===== src/rtl/mix_pkg.sv =====
// Shared MIX definitions for the OUT responder: word geometry, opcodes, unit number and the
// responder state type.
package mix_pkg;

   localparam int unsigned WORD_W         = 31;
   localparam int unsigned ADDR_W         = 12;
   localparam int unsigned BYTE_W         = 6;
   localparam int unsigned BYTES_PER_WORD = 5;
   localparam int unsigned DATA_W         = BYTE_W * BYTES_PER_WORD;

   localparam int unsigned SIGN_BIT  = 30;
   localparam int unsigned BYTE1_MSB = 29;
   localparam int unsigned BYTE1_LSB = 24;
   localparam int unsigned BYTE5_MSB = 5;
   localparam int unsigned BYTE5_LSB = 0;

   localparam logic [5:0] JBUS = 6'd34;
   localparam logic [5:0] IN   = 6'd36;
   localparam logic [5:0] OUT  = 6'd37;
   localparam logic [5:0] JRED = 6'd38;

   localparam int unsigned LP_UNIT = 18;

   typedef enum logic [1:0] {
      StIdle,
      StFetch,
      StWait,
      StShift
   } out_state_e;

   // Byte 1 of the magnitude occupies the top six bits of the 30-bit data field.
   function automatic logic [BYTE_W-1:0] msb_byte(input logic [DATA_W-1:0] data);
      return data[BYTE1_MSB -: BYTE_W];
   endfunction

endpackage


===== src/rtl/mix_word_serializer.sv =====
// Loads the 30-bit magnitude of a MIX word and emits its five 6-bit bytes, byte 1 first, on a
// valid/ready interface.
module mix_word_serializer
   import mix_pkg::*;
(
   input  logic              clk_i,
   input  logic              rst_ni,
   input  logic              load_i,
   input  logic [DATA_W-1:0] load_data_i,
   output logic              valid_o,
   output logic [BYTE_W-1:0] data_o,
   input  logic              ready_i,
   output logic              last_byte_o
);

   localparam logic [2:0] LastByte = 3'(BYTES_PER_WORD - 1);

   logic [DATA_W-1:0] shreg_q, shreg_d;
   logic [2:0]        byte_cnt_q, byte_cnt_d;
   logic              valid_q, valid_d;

   assign valid_o     = valid_q;
   assign data_o      = msb_byte(shreg_q);
   assign last_byte_o = (byte_cnt_q == LastByte);

   always_comb begin
      shreg_d    = shreg_q;
      byte_cnt_d = byte_cnt_q;
      valid_d    = valid_q;
      if (load_i) begin
         shreg_d    = load_data_i;
         byte_cnt_d = '0;
         valid_d    = 1'b1;
      end else if (valid_q && ready_i) begin
         // Shift the next byte up into the output slot; data_o only moves on a transfer.
         shreg_d    = shreg_q << BYTE_W;
         byte_cnt_d = byte_cnt_q + 3'd1;
         if (last_byte_o) begin
            valid_d = 1'b0;
         end
      end
   end

   always_ff @(posedge clk_i or negedge rst_ni) begin
      if (!rst_ni) begin
         shreg_q    <= '0;
         byte_cnt_q <= '0;
         valid_q    <= 1'b0;
      end else begin
         shreg_q    <= shreg_d;
         byte_cnt_q <= byte_cnt_d;
         valid_q    <= valid_d;
      end
   end

endmodule


===== src/rtl/mix_out_unit.sv =====
// MIX OUT responder (line printer): fetches BLOCK_WORDS words starting at M and streams them
// as 6-bit characters; busy feeds JBUS/JRED.
module mix_out_unit
   import mix_pkg::*;
#(
   parameter int unsigned BLOCK_WORDS = 24
) (
   input  logic              clk,
   input  logic              reset,
   input  logic              start,
   input  logic [ADDR_W-1:0] start_addr,
   output logic              busy,
   output logic              reject,
   output logic              done,
   output logic              mem_rd_en,
   output logic [ADDR_W-1:0] mem_rd_addr,
   input  logic [WORD_W-1:0] mem_rd_data,
   output logic              char_valid,
   output logic [BYTE_W-1:0] char_data,
   input  logic              char_ready
);

   localparam logic [ADDR_W-1:0] LastWord = ADDR_W'(BLOCK_WORDS - 1);

   out_state_e        state_q, state_d;
   logic [ADDR_W-1:0] addr_q, addr_d;
   logic [ADDR_W-1:0] word_cnt_q, word_cnt_d;
   logic              done_q, done_d;
   logic              reject_q, reject_d;

   logic              ser_load;
   logic              ser_last;
   logic              word_done;
   logic              unused_sign;

   assign unused_sign = mem_rd_data[SIGN_BIT];
   assign word_done   = char_valid && char_ready && ser_last;

   always_comb begin
      state_d    = state_q;
      addr_d     = addr_q;
      word_cnt_d = word_cnt_q;
      done_d     = 1'b0;
      reject_d   = 1'b0;
      ser_load   = 1'b0;
      unique case (state_q)
         StIdle: begin
            if (start) begin
               addr_d     = start_addr;
               word_cnt_d = '0;
               state_d    = StFetch;
            end
         end
         StFetch: state_d = StWait;
         StWait: begin
            ser_load = 1'b1;
            state_d  = StShift;
         end
         StShift: begin
            if (word_done) begin
               if (word_cnt_q == LastWord) begin
                  done_d  = 1'b1;
                  state_d = StIdle;
               end else begin
                  // Address wraps naturally at 4096.
                  addr_d     = addr_q + 1'b1;
                  word_cnt_d = word_cnt_q + 1'b1;
                  state_d    = StFetch;
               end
            end
         end
         default: state_d = StIdle;
      endcase
      if (start && (state_q != StIdle)) begin
         reject_d = 1'b1;
      end
   end

   always_ff @(posedge clk or negedge reset) begin
      if (!reset) begin
         state_q    <= StIdle;
         addr_q     <= '0;
         word_cnt_q <= '0;
         done_q     <= 1'b0;
         reject_q   <= 1'b0;
      end else begin
         state_q    <= state_d;
         addr_q     <= addr_d;
         word_cnt_q <= word_cnt_d;
         done_q     <= done_d;
         reject_q   <= reject_d;
      end
   end

   assign busy        = (state_q != StIdle);
   assign done        = done_q;
   assign reject      = reject_q;
   assign mem_rd_en   = (state_q == StFetch);
   assign mem_rd_addr = addr_q;

   mix_word_serializer u_serializer (
      .clk_i       (clk),
      .rst_ni      (reset),
      .load_i      (ser_load),
      .load_data_i (mem_rd_data[DATA_W-1:0]),
      .valid_o     (char_valid),
      .data_o      (char_data),
      .ready_i     (char_ready),
      .last_byte_o (ser_last)
   );

endmodule


===== config.mk =====
export PLATFORM = sky130hd
export DESIGN_NAME = mix_out_unit
export DESIGN_NICKNAME = d
export VERILOG_FILES = /design/src/rtl/mix_pkg.sv /design/src/rtl/mix_word_serializer.sv /design/src/rtl/mix_out_unit.sv
export SDC_FILE = /design/constraint.sdc
export NUM_CORES = 1
export LEC_CHECK = 0
export BUFFER_PORTS_ARGS = -buffer_cell sky130_fd_sc_hd__buf_4
export CAP_MARGIN = 40
export CORE_ASPECT_RATIO = 2
export CORE_MARGIN = 8
export CORE_UTILIZATION = 35
export DETAILED_ROUTE_END_ITERATION = 16
export REMOVE_ABC_BUFFERS = 1
export SLEW_MARGIN = 20
export SYNTH_ARGS = -nofsm -noshare
export SYNTH_HDL_FRONTEND = slang
export SYNTH_HIERARCHICAL = 1
export SYNTH_SLANG_ARGS = --single-unit

===== constraint.sdc =====
create_clock -name clk -period 1.95 [get_ports clk]
set_input_delay 0.0975 -clock clk [delete_from_list [all_inputs] [get_ports clk]]
set_output_delay 0.0975 -clock clk [all_outputs]
set_load 0.02 [all_outputs]

==> results.toml <==
[synth]
synthDistinctLibCells = 58
avgSynthCellArea_sq_um = 9.95
ys_seq_area_share_pct = 40.5
synth_area_sq_um = 3830
synth_top_area_share_pct = 40.5
synth_area_leaders = "dfrtp_1 (41%), nand4b_1 (5.5%), nand2_1 (4.1%), nand2b_1 (4.1%), o211ai_2 (3.6%)"
syn-instance-count = 385
async_flop_share_pct = 100
yosys.area.top_type = "dfrtp_1"
ys_warn_count = 6
synth_ff_type = "dfrtp_1"
synth-edff-count = 0
synth-seq-cells = 62

[sta]
fin_worst_skew_ns = 0.00874
final-setup-viol-count = 0
period_share_pct = 96.3
drv_slew = 0
hold_violations = 0
min_period_ns = 1.88
worst_pin_slew_ns = 0.505
max_freq_mhz = 532
rsz0062_at_grt = "true"
slew_headroom_pct = 66.1
whs_ns = 0.00937

[die]
ios = 70
dieArea_sq_um = 14700
initial_core_util_pct = 35.4
die_w_um = 90.0
fp-row-count = 54
die_h_um = 164
coreArea_sq_um = 10800

[routing]
wl_per_cell_um = 16.1
drc = 0
drt-total-wl_mm = 10.4
firstDrtPassIters = 4
vias = 3435
ant_nets = 0
drt-initial-drc-count = 155
vias_per_cell = 5.33

[cells_and_area]
utilization_pct = 48.1
layout-drive-gt1-share_pct = 33.3
diodes = 0
area_growth_pct = 35.7
nets = 555
post-route-cell-area_sq_um = 5200

[grt]
antenna_found_initial = 0
grt-ovfl-total = 0
grt_usage_pct = 14.3
grt_pass1_wl_mm = 17.2
grt_max_degree = 62
grt_pass1_vias = 3592

[placed_design]
hpwl_mm = 7.40
portBuffers = 68
dpl_cell_area_sq_um = 4570
gp_congestion = 0.821

[cts]
cts-htree-levels = 3
root_buffer = "clkbuf_16"
cts.sink_count = 62
clockBufferDepth = 2
tritoncts = "yes"
cts_buffers = 9
path_clk_slew_ns = 0.06
clk_latency_ns = 0.33

[run_status]
outcome = "finished clean"

[setup_path]
crit_fanout = 8
critPathKind = "reg -> reg"
cp.required_ns = 2.16
worstSetupEndpointType = "flop"
cp-start-kind = "flop"
cp.arrival_ns = 2.09
ff2ff_setup_slack_ns = 0.07

[hold_path]
hold_class = "in -> reg"

[flow_run]
maxCapViolCount = 0

[power_and_ir_drop]
total_leakage_power_nw = 2.24
power_density_nw_per_um2 = 1470
peakVddDrop_mv = 0.714
## cell usage in the layout (no fill, tap or decap), types with 3 or more instances in the layout
master         instances
a211o_1                3
a21oi_1                6
a32oi_1                6
and2_1                 4
and4_1                 3
buf_4                108
clkbuf_16              9
clkbuf_8               3
dfrtp_1               62
dlygate4sd3_1         28
ha_1                   6
ha_2                   3
inv_1                 18
nand2_1               42
nand2b_1              25
nand3_1               17
nand3_2                3
nand4_1                4
nand4b_1              24
nor2_1                 9
nor3_1                10
o211ai_1               8
o211ai_2              11
o21ai_0                8
o21ai_1               18
o311ai_2               8
o31ai_1               10
o32ai_1                3
or4_1                  4
## worst max-delay path: stages, from the launching register on
cell and delay (ns):
dfrtp_1 0.39, ha_2 0.24, buf_4 0.15, buf_4 0.15, inv_1 0.08, or4_1 0.51, nor3_1 0.16, nor3_1 0.07
## where the power goes
| group | internal (mW) | total [mW] | switching (mW) | leakage (nW) |
|---|---|---|---|---|
| combinational | 1.87 | 3.99 | 2.12 | 1.31 |
| clock | 0.959 | 1.53 | 0.566 | 0.142 |
| sequential | 1.77 | 2.15 | 0.380 | 0.796 |
## registers in the layout (all words and copies together) (netlist names)
| signal | cells |
|---|---|
| u_serializer/shreg_q | 30 |
| mem_rd_addr | 12 |
| word_cnt_q | 12 |
| u_serializer/byte_cnt_q | 3 |
| state_q | 2 |
| done | 1 |
| reject | 1 |
| u_serializer/valid_o | 1 |
## per-layer routing
metal / global-route usage (%) / vias up / wire [um] / part of all wire (%)
met3: 2.97 / 11 / 307 / 3.0
met1: 14.3 / 1706 / 3960 / 38
met4: 7.63 / 0 / 201 / 1.9
met2: 27.1 / 66 / 5930 / 57
li1: - / 1652 / - / -
met5: 0 / - / 0 / 0
## cell families (layout without fill, tap and decap cells)
logic type	Yosys count	count (layout)	share of synthesized area, %
AO/OA/AOI/OAI	100	100	22.7
flip-flops	62	62	40.5
multiplexers	2	2	0.555
buffers and inverters	55	174	8.82
AND/OR/NAND/NOR	157	157	24.4
adder cells (fa/ha/maj)	9	9	2.94
## final timing paths
kind	depth (start not counted)	endpoint	startpoint
min	3	u_serializer/shreg_q[24]	mem_rd_data[24]
min reg2reg	2	u_serializer/shreg_q[4]	u_serializer/shreg_q[4]
max	7	mem_rd_addr[7]	state_q[1]
min in group asynchronous	2	mem_rd_addr[10]	reset
max in group asynchronous	3	u_serializer/shreg_q[29]	reset
max reg2reg	7	mem_rd_addr[7]	state_q[1]
## layout make-up
class | count | area (sq um)
sequential | 62 | 1550
multi-input combinational | 268 | 1970
tap | 140 | 175
clock inverter | 3 | 17.5
clock buffer | 13 | 270
fill | 1049 | 5610
inverter | 19 | 71.3
timing repair buffer | 139 | 1140
## synthesized netlist by cell type, types with 3 or more instances
| cell | n |
|---|---|
| dfrtp_1 | 62 |
| nand2_1 | 42 |
| nand2b_1 | 25 |
| nand4b_1 | 24 |
| inv_1 | 18 |
| nand3_1 | 18 |
| o21ai_1 | 18 |
| buf_6 | 11 |
| o211ai_2 | 11 |
| buf_4 | 10 |
| nor3_1 | 10 |
| o31ai_1 | 10 |
| ha_1 | 9 |
| nor2_1 | 9 |
| o211ai_1 | 8 |
| o21ai_0 | 8 |
| o311ai_2 | 8 |
| buf_2 | 7 |
| a21oi_1 | 6 |
| a32oi_1 | 6 |
| clkbuf_1 | 5 |
| and2_1 | 4 |
| nand4_1 | 4 |
| or4_1 | 4 |
| a211o_1 | 3 |
| and4_1 | 3 |
| o32ai_1 | 3 |
## metrics by stage
step / power, mW / std cells / setup WS (ns) / setup TNS, ns
floorplan: 4.38 / 349 / -0.547 / -20.65
global placement: 5.90 / 595 / 0.0333 / 0
detailed placement: 6.01 / 596 / 0.0106 / 0
CTS: 7.61 / 640 / 0.0371 / 0
global route: 8.22 / 644 / -0.0206 / -0.0255
finish: 7.66 / 644 / 0.0718 / 0
## timing repair
action                                 4_1_cts  5_1_grt
gates cloned                                 0        0
setup buffers                                0        4
resized for setup                            1        7
hold buffers                                28        0
endpoints found under the hold margin       48        0
setup endpoints to repair                    1       18
pin swaps                                    0        3
(Power assumes the default switching activity.)
